==> config.mk <==
export PLATFORM = sky130hd
export DESIGN_NAME = parameterizable_down_counter_timer
export DESIGN_NICKNAME = d
export VERILOG_FILES = /design/src/rtl/parameterizable_down_counter_timer.sv
export SDC_FILE = /design/constraint.sdc
export NUM_CORES = 1
export LEC_CHECK = 0
export ABC_AREA = 0
export BUFFER_PORTS_ARGS = -buffer_cell sky130_fd_sc_hd__clkbuf_2
export CELL_PAD_IN_SITES_DETAIL_PLACEMENT = 1
export CELL_PAD_IN_SITES_GLOBAL_PLACEMENT = 1
export CORE_ASPECT_RATIO = 0.7
export CORE_UTILIZATION = 38
export DETAILED_ROUTE_END_ITERATION = 10
export PLACE_DENSITY_LB_ADDON = 0.15
export RECOVER_POWER = 50
export SLEW_MARGIN = 10
export SYNTH_ARGS = -nofsm -noshare
export SYNTH_HDL_FRONTEND = slang
export SYNTH_SLANG_ARGS = --single-unit
==> constraint.sdc <==
create_clock -name clk -period 2.2 [get_ports clk]
set_input_delay 0.22 -clock clk [delete_from_list [all_inputs] [get_ports clk]]
set_output_delay 0.22 -clock clk [all_outputs]
set_load 0.01 [all_outputs]
==> src/rtl/parameterizable_down_counter_timer.sv <==
// parameterizable_down_counter_timer
//
// Loadable countdown timer. A programmed value is counted down to zero at a
// prescaled rate, and completion is flagged with a one-cycle pulse. Counting
// can be paused and resumed. With auto-reload the counter restarts from the
// reload register at terminal count, which gives a periodic tick.
//
// Parameters
//   N_BITS    width of the count, the reload register and load_value
//   PRESCALE  clk cycles per decrement while running (>= 1)
//
// Ports
//   clk           rising-edge clock, single clock domain
//   sync_reset_n  synchronous active-low reset
//   load_enable   write load_value into the reload register and the counter
//   load_value    value to load
//   start         start from IDLE, resume from PAUSED, restart from DONE
//   pause         freeze counting while RUNNING
//   auto_reload   at terminal count, reload instead of stopping
//   counter_out   current count (registered)
//   busy          high in RUNNING or PAUSED
//   done          one-cycle terminal-count pulse (registered)
//   state_out     IDLE=0, RUNNING=1, PAUSED=2, DONE=3

module parameterizable_down_counter_timer #(
  parameter int N_BITS   = 4,
  parameter int PRESCALE = 1
) (
  input  logic              clk,
  input  logic              sync_reset_n,
  input  logic              load_enable,
  input  logic [N_BITS-1:0] load_value,
  input  logic              start,
  input  logic              pause,
  input  logic              auto_reload,
  output logic [N_BITS-1:0] counter_out,
  output logic              busy,
  output logic              done,
  output logic [1:0]        state_out
);

  localparam int PW = $clog2(PRESCALE + 1);
  localparam logic [PW-1:0]     PRE_LAST = PW'(PRESCALE - 1);
  localparam logic [N_BITS-1:0] CNT_ONE  = N_BITS'(1);

  typedef enum logic [1:0] {
    S_IDLE    = 2'd0,
    S_RUNNING = 2'd1,
    S_PAUSED  = 2'd2,
    S_DONE    = 2'd3
  } state_e;

  state_e            state_q, state_d;
  logic [N_BITS-1:0] count_q, count_d;
  logic [N_BITS-1:0] reload_q, reload_d;
  logic [PW-1:0]     pre_q, pre_d;
  logic              done_q, done_d;

  always_comb begin
    state_d  = state_q;
    count_d  = count_q;
    reload_d = reload_q;
    pre_d    = pre_q;
    done_d   = 1'b0;

    if (load_enable) begin
      count_d  = load_value;
      reload_d = load_value;
      pre_d    = '0;
      state_d  = S_IDLE;
    end else begin
      case (state_q)
        S_IDLE: begin
          if (start) begin
            if (count_q != '0) begin
              state_d = S_RUNNING;
              pre_d   = '0;
            end else begin
              state_d = S_DONE;
              done_d  = 1'b1;
            end
          end
        end

        S_RUNNING: begin
          if (pause) begin
            state_d = S_PAUSED;
          end else if (pre_q == PRE_LAST) begin
            pre_d = '0;
            if (count_q > CNT_ONE) begin
              count_d = count_q - CNT_ONE;
            end else begin
              // Terminal step; a zero count is treated the same so the
              // counter can never wrap below zero.
              done_d = 1'b1;
              if (auto_reload && (reload_q != '0)) begin
                count_d = reload_q;
              end else begin
                count_d = '0;
                state_d = S_DONE;
              end
            end
          end else begin
            pre_d = pre_q + PW'(1);
          end
        end

        S_PAUSED: begin
          // Prescaler is left untouched so the phase carries over on resume.
          if (start && !pause) begin
            state_d = S_RUNNING;
          end
        end

        S_DONE: begin
          count_d = '0;
          if (start && (reload_q != '0)) begin
            count_d = reload_q;
            pre_d   = '0;
            state_d = S_RUNNING;
          end
        end

        default: begin
          state_d = S_IDLE;
        end
      endcase
    end
  end

  always_ff @(posedge clk) begin
    if (!sync_reset_n) begin
      state_q  <= S_IDLE;
      count_q  <= '0;
      reload_q <= '0;
      pre_q    <= '0;
      done_q   <= 1'b0;
    end else begin
      state_q  <= state_d;
      count_q  <= count_d;
      reload_q <= reload_d;
      pre_q    <= pre_d;
      done_q   <= done_d;
    end
  end

  assign counter_out = count_q;
  assign busy        = (state_q == S_RUNNING) || (state_q == S_PAUSED);
  assign done        = done_q;
  assign state_out   = state_q;

endmodule

==> results.toml <==
[synth]
syn_nets = 115
postSynthAreaPerCell_um2 = 8.101
synth.distinct_cells = 35
ys_warn_count = 0
syn-instance-count = 99
ys_ff_latch = 11
syn-cell-area_um2 = 802.0
ys_seq_area_frac = 0.2746

[global_route]
grt_antenna_before_repair = 0
grt_pass1_wl_um = 3574
grt_pass1_vias = 705
grt_usage = 0.2212
grt_max_degree = 14
grt_overflow = 0

[floorplanning]
core_area_um2 = 1919
die_w_um = 56.91
initial_core_util = 0.4179
io_pins = 18
dieArea_um2 = 2301
die_h_um = 40.44
rows = 13

[place]
port_buffers = 17
dp.cells = 135
gp_congestion = 0.8011
place_area_um2 = 900.9
dp_hpwl_um = 1709

[setup_path]
slowest_delay_ps = 430
crit_required_ps = 2390
crit_type = "register to register"
crit_path_start_kind = "register"
crit_start = "counter_out[0]"
crit-reg2reg-launch = "counter_out[0]"
arrival_ps = 1960
cpMaxStageDelayCell = "dfxtp_1"
critPathMaxFanout = 8
path_cells = "inv_1 -> ha_1 -> or2_2 -> a31oi_1 -> o21ai_1 -> and3_1"
cp-end-kind = "register"

[timing]
finalCritPeriodShare = 0.8061
fin_crit_ps = 1773
fin_worst_skew_ps = 6.873
fmax_ghz = 0.5639
setup-tns-final_ps = 0
setup_viol = 0
slew_headroom = 0.6609
final-hold-violation-count = 0
whs_ps = 216.5
worstMarginPinSlew_ps = 506.8
rsz0062_at_grt = "no"
slew_viol_final = 0

[power_and_ir_drop]
power_mw = 0.5628
vdd_drop_max_mv = 0.2709
p_per_area_nw_per_um2 = 611.2
leakagePower_nw = 0.3732

[clock_network]
htreeDepth = 1
clockRootBuffer = "clkbuf_4"
cts_tree = "built"
insertion_delay_ps = 290
cts_made_buffers = 3
post_cts_buffers = 0
postCtsResizedCells = 0
clock_sinks = 11
clock_path_buffers = 2
clkTransAtPathRegs_ps = 80
postCtsHoldBufs = 0

[worst_hold_path]
min-delay-start = "load_value[0]"
holdCritPathClass = "input port to register"

[run_status]
violations = "DRC"
status = "complete, but fails checks"

[finish]
n_antenna_cell = 0
area_delta_synth_final_pct = 14.82
fin_nets = 134
fin_area_um2 = 920.9
fin_cells = 139
drive_gt1_frac = 0.1795

[drt]
drtPass1Iterations = 7
wl_um = 2235
via_per_inst = 5.647
drcViolationCount = 2
final_antenna_net_count = 0
first_iter_violations = 17
num_vias = 785
post_drt_wl_per_cell_um = 16.08

[flow_run]
cap_violations = 0
[sequential cells by signal (all words and copies together), names as in the netlist]
name         cells
counter_out      4
done             1
reload_q         4
state_out        2
[worst max-delay path: cells and delay by family (launching register included)]
family	cells	cell delay [ps]
flops	1	430
simple gates	2	530
compound gates	2	350
fa+ha+maj	1	290
buf+inv	1	70
[placed cells by master, fill, tap and decap left out]
cell,synthesis,routed
a2111o_1,1,1
a21boi_0,1,1
a21oi_1,7,7
a31o_2,1,1
a31oi_1,5,5
and2_1,1,1
and3_1,1,1
and4_1,1,1
and4_2,1,1
clkbuf_1,1,6
clkbuf_2,0,12
clkbuf_4,0,3
dfxtp_1,11,11
ha_1,6,6
inv_1,5,5
mux2i_1,5,5
nand2_1,4,4
nand2b_1,3,3
nand3_1,5,5
nand3b_1,1,1
nand4_1,1,1
nor2_1,5,5
nor2b_1,9,9
nor3_1,2,2
o2111ai_1,1,1
o21a_1,2,2
o21ai_0,7,7
o21ai_1,1,1
o221ai_2,1,1
o31ai_1,1,1
o41ai_1,1,1
or2_2,2,2
or3_1,1,1
or3b_1,1,1
or4_1,1,1
or4_4,1,1
[report_power, final]
part           total, mW  leakage, nW  switching [mW]  internal (mW)
registers          0.237       0.0908          0.0220          0.215
logic              0.173        0.267          0.0970         0.0760
clock network      0.153       0.0150          0.0825         0.0705
[routing by layer]
metal | part of all wire | global-route usage
met1 | 0.54 | 0.3083
met2 | 0.39 | 0.3147
met3 | 0.054 | 0.07097
met4 | 0.0094 | 0.08537
met5 | 0 | 0
[Yosys cell counts]
cell type / instances / share of area
nand3_1: 5 / 0.031
a2111o_1: 1 / 0.014
o21ai_1: 1 / 0.0062
nor3_1: 2 / 0.012
or2_2: 2 / 0.016
o31ai_1: 1 / 0.0094
mux2i_1: 5 / 0.062
or4_1: 1 / 0.0094
o21ai_0: 7 / 0.044
nor2b_1: 9 / 0.070
o21a_1: 2 / 0.019
nand4_1: 1 / 0.0078
a31o_2: 1 / 0.011
o2111ai_1: 1 / 0.011
a21oi_1: 7 / 0.044
and3_1: 1 / 0.0078
o41ai_1: 1 / 0.011
and4_1: 1 / 0.011
a21boi_0: 1 / 0.0094
or4_4: 1 / 0.014
o221ai_2: 1 / 0.019
nand3b_1: 1 / 0.0094
nor2_1: 5 / 0.023
nand2_1: 4 / 0.019
or3b_1: 1 / 0.011
and4_2: 1 / 0.012
buf_2: 2 / 0.012
and2_1: 1 / 0.0078
or3_1: 1 / 0.0078
ha_1: 6 / 0.094
a31oi_1: 5 / 0.039
inv_1: 5 / 0.023
dfxtp_1: 11 / 0.27
clkbuf_1: 1 / 0.0047
nand2b_1: 3 / 0.023
[cell type report]
| cell class | instances | area [um2] |
|---|---|---|
| Sequential cell | 11 | 220.2 |
| Clock buffer | 4 | 26.28 |
| Fill cell | 247 | 998.5 |
| Timing Repair Buffer | 17 | 78.83 |
| Tap cell | 22 | 27.53 |
| Multi-Input combinational cell | 80 | 549.3 |
| Inverter | 5 | 18.77 |
[cell families (layout without fill, tap and decap cells)]
logic type,after synthesis,count (layout),synth area share
fa+ha+maj,6,6,0.09360
simple gates,40,40,0.2933
flops,11,11,0.2746
buf+inv,8,26,0.04056
mux,5,5,0.06240
compound gates,29,29,0.2356
[stage by stage]
stage,util,setup slack [ps]
after floorplan,-,486.8
after global placement,0.4694,550.0
after detailed placement,0.4694,464.7
after CTS,0.4831,442.8
after global routing,0.4798,307.4
final,0.4798,426.6
[path summary, 6_finish.rpt]
kind / to / slack [ps] / cells past startpoint
hold reg to reg: counter_out[1] / 580 / 2
hold / removal: reload_q[0] / 220 / 3
setup reg to reg: state_out[0] / 430 / 6
setup / recovery: state_out[0] / 430 / 6
Note: power is estimated with default switching activity, not from simulation.
